==> src/rtl/seg_scan_driver.sv <==
// Eight-digit multiplexed seven-segment scanner with per-frame input shadowing.
// Optional digit blinking is compiled in when SEG_BLINK_EN is defined.
module seg_scan_driver #(
  parameter int CLK_HZ   = 100_000_000,
  parameter int SCAN_HZ  = 1000,
  parameter int BLINK_HZ = 2
) (
  input  logic        clk,
  input  logic        rst,
  input  logic [31:0] digits,
  input  logic [7:0]  disp_en,
  input  logic [7:0]  dp,
`ifdef SEG_BLINK_EN
  input  logic [7:0]  blink_mask,
`endif
  output logic [7:0]  seg_en,
  output logic [7:0]  seg_out,
  output logic        frame_start
);

  localparam int DIV = CLK_HZ / SCAN_HZ;
  localparam int PW  = $clog2(DIV);
  localparam logic [PW-1:0] DIV_M1 = PW'(DIV - 1);

  if (DIV < 4 || BLINK_HZ < 1) begin : g_bad_cfg
    $error("seg_scan_driver: DIV must be >= 4 and BLINK_HZ >= 1");
  end

  logic [PW-1:0] cnt;
  logic [2:0]    idx;
  logic          load_pend;
  logic [31:0]   sh_d;
  logic [7:0]    sh_en;
  logic [7:0]    sh_dp;
  logic          tick;
  logic          load;
  logic          hide;
  logic [3:0]    cur_d;
  logic [7:0]    nxt_en;
  logic [7:0]    nxt_out;

  assign tick = (cnt == DIV_M1);
  assign load = (tick && idx == 3'd7) || load_pend;

  function automatic logic [6:0] dec(input logic [3:0] c);
    logic [6:0] s;
    unique case (c)
      4'h0: s = 7'h3F;
      4'h1: s = 7'h06;
      4'h2: s = 7'h5B;
      4'h3: s = 7'h4F;
      4'h4: s = 7'h66;
      4'h5: s = 7'h6D;
      4'h6: s = 7'h7D;
      4'h7: s = 7'h07;
      4'h8: s = 7'h7F;
      4'h9: s = 7'h6F;
      4'hA: s = 7'h77;
      4'hB: s = 7'h7C;
      4'hC: s = 7'h39;
      4'hD: s = 7'h5E;
      4'hE: s = 7'h79;
      4'hF: s = 7'h71;
    endcase
    return s;
  endfunction

`ifdef SEG_BLINK_EN
  localparam int HALF = CLK_HZ / (2 * BLINK_HZ);
  localparam int BW   = $clog2(HALF + 1);
  localparam logic [BW-1:0] HALF_M1 = BW'(HALF - 1);

  logic [BW-1:0] bcnt;
  logic          phase;
  logic [7:0]    sh_blink;

  always_ff @(posedge clk or posedge rst) begin
    if (rst) begin
      bcnt     <= '0;
      phase    <= 1'b0;
      sh_blink <= '0;
    end else begin
      if (bcnt == HALF_M1) begin
        bcnt  <= '0;
        phase <= ~phase;
      end else begin
        bcnt <= bcnt + 1'b1;
      end
      if (load) sh_blink <= blink_mask;
    end
  end

  assign hide = phase & sh_blink[idx];
`else
  assign hide = 1'b0;
`endif

  always_comb begin
    cur_d   = sh_d[{idx, 2'b00} +: 4];
    nxt_en  = 8'h00;
    nxt_out = 8'h00;
    if (sh_en[idx] && !hide) begin
      nxt_en  = 8'b1 << idx;
      nxt_out = {sh_dp[idx], dec(cur_d)};
    end
  end

  always_ff @(posedge clk or posedge rst) begin
    if (rst) begin
      cnt         <= '0;
      idx         <= '0;
      load_pend   <= 1'b1;
      sh_d        <= '0;
      sh_en       <= '0;
      sh_dp       <= '0;
      seg_en      <= '0;
      seg_out     <= '0;
      frame_start <= 1'b0;
    end else begin
      cnt <= tick ? '0 : cnt + 1'b1;
      if (tick) idx <= idx + 3'd1;
      if (load) begin
        sh_d      <= digits;
        sh_en     <= disp_en;
        sh_dp     <= dp;
        load_pend <= 1'b0;
      end
      frame_start <= load;
      // blank one cycle at each digit change so the previous pattern never ghosts
      if (tick) begin
        seg_en  <= '0;
        seg_out <= '0;
      end else begin
        seg_en  <= nxt_en;
        seg_out <= nxt_out;
      end
    end
  end

endmodule
==> config.mk <==
export PLATFORM = sky130hd
export DESIGN_NAME = seg_scan_driver
export DESIGN_NICKNAME = d
export VERILOG_FILES = /design/src/rtl/seg_scan_driver.sv
export SDC_FILE = /design/constraint.sdc
export NUM_CORES = 1
export LEC_CHECK = 0
export CAP_MARGIN = 30
export CORE_UTILIZATION = 55
export CTS_CLUSTER_DIAMETER = 50
export CTS_CLUSTER_SIZE = 14
export DETAILED_ROUTE_END_ITERATION = 10
export DONT_BUFFER_PORTS = 1
export PLACE_DENSITY = 0.75
export REMOVE_ABC_BUFFERS = 1
export SLEW_MARGIN = 20
export SYNTH_ARGS = -nofsm -noshare
export SYNTH_HDL_FRONTEND = slang
export SYNTH_SLANG_ARGS = --single-unit
==> constraint.sdc <==
create_clock -name clk -period 4.95 [get_ports clk]
set_input_delay 1.2375 -clock clk [delete_from_list [all_inputs] [get_ports clk]]
set_output_delay 1.2375 -clock clk [all_outputs]
set_load 0.005 [all_outputs]
# Word level (Yosys, flattened, before mapping)
# Memories as Yosys holds them, arrays and structs flattened.
# Cells that the tools add are included.
[totals] register_bits=86 mem_bits_ro=112 input_bits=50 out_inout_bits=17 wordCells=28 mem_count=1
[memory_table] memory="(no name shown)" words=16 word_bits=7 rd=1 rd_ports_with_merged_regs=0 write_ports=0 line="47" text="unique case (c)"
[classes] addsub=2 order_cmp=1 n_eq_ne=2 n_shift=2 mux=9 n_reduce_logical=2
[ops] operator="$mux W8" n=4
[ops] operator="$shiftx A32 B6 Y4" n=1
[ops] operator="$add A17 B1 Y17 const B" n=1
[ops] operator="$eq A17 B17 Y1 const B" n=1
[ops] operator="$mux W17" n=1
[ops] operator="$shl A1 B3 Y8 const A" n=1
[ops] operator="$bmux W1 S3" n=2
[ops] operator="$lt A3 B4 Y1 const B" n=1
[ops] operator="$add A3 B1 Y3 const B" n=1
[ops] operator="$eq A3 B3 Y1 const B" n=1
[ops] operator="$mux W1" n=2
[ops] operator="$logic_and A1 B1 Y1" n=1
[ops] operator="$logic_or A1 B1 Y1" n=1

# Logic depth before layout (Yosys ltp)
[logic_depth] depth_word=4 depth_mapped=9 mapped_depth_nobuf=8

# Worst setup path after synthesis
# Ideal clock, no wire load.
[synth_timing] path_type="register -> register" start="register idx[0]" end="register seg_out[3]" setup_time_ps=78 arrival_ps=2315 required_time_ps=4872 slack_ps=2557 path_stages_with_launch=10 n_path_buf=1 period_less_slack_ps=2393 cell_sequence="dfrtp_1 > buf_6 > mux4_1 > mux2i_1 > inv_1 > ha_1 > inv_1 > nor2_1 > a211o_1 > a21oi_1"
[synth_via] elab_chain_cells=4 word_cells_on_any_way=6 cone_classes="shift: 1; mux: 4; memory: 1"
[synth_rtl] item="start, declared" line="30" text="logic [2:0] idx;"
[synth_rtl] item="start signal, assigned" line="121" text="if (tick) idx <= idx + 3'd1;"
[synth_rtl] item="$shiftx A32 B6 Y4 / $bmux W1 S3 (equally long branches)" line="99, 102"
[synth_rtl] item="$mem_v2 Z16 W7 / $mux W1 (equally long branches)"
[synth_rtl] item="$mux W8 *" line="102" text="if (sh_en[idx] && !hide) begin"
[synth_rtl] item="$mux W8 *" line="130" text="if (tick) begin"
[synth_rtl] item="end signal, assigned" line="135" text="seg_out <= nxt_out;"
[synth_rtl] item="end, declared" line="17" text="output logic [7:0] seg_out,"
# Every way passes the cells marked *; elsewhere a longest branch is shown, timed or not. The select of a mux whose other input is x is not followed.
# A chain may end at the register's enable or synchronous reset.

# Final worst setup path
# Ends and elaborated chain as after synthesis.

==> results by group <==
Outcome
  • Status: complete, no violations

Worst setup path
  • Critical Path Fanout Max: 15
  • CP Launch Type: flop
  • CP Data Required Time: 5.21 ns
  • Most common cell on crit path: inv_1
  • Crit. End Element: flop
  • Crit. path cell count: 8
  • Buf/Inv on CP: 2
  • FF-to-FF path depth: 8
  • Cell Chain, Critical Path: mux4_1 > mux2i_1 > inv_1 > ha_1 > inv_1 > nor2_1 > a211o_1 > a21oi_1
  • Critical path class: reg -> reg
  • Delay-heaviest family, CP: multiplexers
  • Critical Path AT: 3.31 ns
  • Max incr delay on CP: 0.82 ns
  • Slowest CP cell: dfrtp_1

Drt
  • Final wirelength: 6810 µm
  • Total iterations of the first detailed-routing run: 4
  • Number of remaining DRC errors: 0
  • Vias: 2,190
  • Post-route antenna net violation count: 0
  • Vias/cell: 5.53
  • Iter 0 DRT Violations: 82
  • Avg WL per Cell: 17.2 µm

STA
  • Final Hold Vio Count: 0
  • RSZ-0062 raised after global routing: no
  • Rel. slew slack: 51.1%
  • Skew final: 0.0103 ns
  • Worst slew pin tran: 0.733 ns
  • Setup violators final: 0
  • Setup TNS: 0 ns
  • Period utilization: 61.6%
  • Min Hold Slack: 0.496 ns
  • Slew Viols, Final: 0
  • Final worst path period need: 3.05 ns
  • Fmax: 328 MHz

Die
  • FP Rows: 30
  • Die area: 0.00764 mm²
  • Initial core utilization: 58.1%
  • Ports: 67
  • Die width: 87.4 µm
  • Die Ht: 87.4 µm
  • Core box area: 0.00691 mm²

Clock tree
  • Postcts setup bufs: 0
  • Clk_lat worst skew: 0.35 ns
  • CTS H-Tree Depth: 3
  • Root Buffer: clkbuf_8
  • CTS Buf Count: 9
  • CTS Sinks: 86
  • CTS max path bufs: 2
  • CTS resizes: 0
  • Clock-pin slew on the worst setup and hold paths: 0.08 ns
  • # hold bufs at CTS: 0
  • CTS tree: built

Synth
  • Yosys Warn Count: 0
  • Sequential area share after synthesis: 53.7%
  • Share of the synthesized area in the top cell type: 53.0%
  • Gate Count Post-Synth: 291
  • Mapped Area: 0.00401 mm²
  • Netlist cell types: 45
  • Yosys reg bits: 86
  • Area leader, netlist: dfrtp_1
  • Avg Cell Area, Syn: 13.8 µm²
  • Largest cells by area after synthesis: dfrtp_1 53%, mux2_2 11%, mux4_1 7.2%

Worst hold path
  • Worst hold path depth: 1
  • Hold crit path type: reg -> reg

Global routing
  • Vias in the first global route: 2,249
  • First-pass GRT wire length: 11,300 µm
  • Largest net degree at the start of global routing: 46
  • GRT Overall Usage: 20.1%
  • Grt ovf: 0
  • Initial antenna violation count: 0

Layout
  • Cell area after layout: 0.00429 mm²
  • Register Area: 0.00215 mm²
  • Final net count: 358
  • Most frequent cells in the layout: 85 x dfrtp_1, 39 x mux2_2, 23 x nor2_1, 15 x nand2_1, 13 x ha_1
  • Final core utilization: 62.0%
  • Final-layout fill cell count: 554
  • ANT cells: 0
  • Fin cells: 396
  • Share of cells above drive strength 1: 25.7%
  • P&R area growth vs syn: 6.80%
  • Area of the multi-input gates: 0.00175 mm²
  • Commonest non-fill, non-tap cell in the layout: dfrtp_1

Placement
  • Hpwl dp: 4860 µm
  • Dpl cells: 380
  • Number of port buffers: 0
  • Area after DPL: 0.00410 mm²
  • GP Congestion: 0.798

Power
  • Worst vdd ir: 233 µV
  • Leak: 1.89 nW
  • Power Dens Cells: 325 mW/mm²

Run
  • Max_cap viols: 0
==> cells in the mapped netlist (all sizes together) <==
master,number
nor4,1
nand3,7
dfstp,1
nor2,23
a211o,1
a22oi,1
clkinv,1
a221oi,1
dfrtp,85
nor4b,1
and3,8
or2,1
mux4,12
mux2i,6
inv,10
nand4,3
nand2b,1
and2,3
o211ai,1
o21ai,4
or4b,1
xor2,7
o22ai,1
mux2,48
a211oi,1
nand2,16
and4,2
nor3,4
conb,1
clkbuf,1
a21oi,5
xnor2,9
a21o,1
nor2b,1
ha,13
buf,9
==> report_power, final <==
group / switching, mW / internal, mW / leakage [nW] / total [mW]
Combinational: 0.0645 / 0.0731 / 0.741 / 0.138
Sequential: 0.0256 / 0.753 / 1.06 / 0.778
Clock: 0.243 / 0.235 / 0.0899 / 0.478
Total: 0.333 / 1.06 / 1.89 / 1.39
==> metrics by stage <==
| stage | power [mW] | worst slack [ns] |
|---|---|---|
| CTS | 1.41 | 1.87 |
| finish | 1.39 | 1.90 |
| floorplan | 0.899 | 1.49 |
| detailed placement | 0.932 | 1.88 |
| global placement | 0.924 | 1.96 |
| global route | 1.46 | 1.64 |
==> registers in the layout, summed over array words and instances, names as in the netlist <==
register and flops:
sh_en 8, seg_en 8, sh_d 32, frame_start 1, sh_dp 8, load_pend 1
cnt 17, seg_out 8, idx 3
==> logic make-up (layout without fill, tap and decap cells) <==
logic type / Yosys count / in the layout / share of synthesized area, %
flip-flops: 86 / 86 / 53.7
AND/OR/NAND/NOR: 72 / 72 / 8.95
multiplexers: 66 / 66 / 24.0
buffers and inverters: 21 / 30 / 2.93
AO/OA/AOI/OAI: 16 / 16 / 2.84
XOR/XNOR: 16 / 16 / 3.49
adder cells (fa/ha/maj): 13 / 13 / 4.05
other: 1 / 1 / 0.0935
==> cell type report <==
cell class,count,share of cell area (%)
sequential,86,50.2
multi-input combinational,184,40.8
clock buffer,11,3.07
tap,96,2.80
clock inverter,5,1.37
inverter,11,0.993
timing repair buffer,3,0.701
==> per-layer routing <==
layer | GRT usage, % | up-vias | routed length (µm)
li1 | - | 1036 | -
met3 | 6.73 | 7 | 396
met5 | 0 | - | 0
met2 | 30.8 | 53 | 3320
met1 | 26.6 | 1094 | 3000
met4 | 7.45 | 0 | 87
==> worst paths after layout <==
| check | start | endpoint | slack (ns) |
|---|---|---|---|
| worst max register to register | idx[0] | seg_out[3] | 1.90 |
| worst max-delay path | idx[0] | seg_out[3] | 1.90 |
| worst min register to register | cnt[0] | cnt[0] | 0.50 |
| max in group asynchronous | rst | sh_d[14] | 3.08 |
| worst min-delay path | cnt[0] | cnt[0] | 0.50 |
| min in group asynchronous | rst | sh_d[0] | 0.86 |
(Power assumes the default switching activity.)
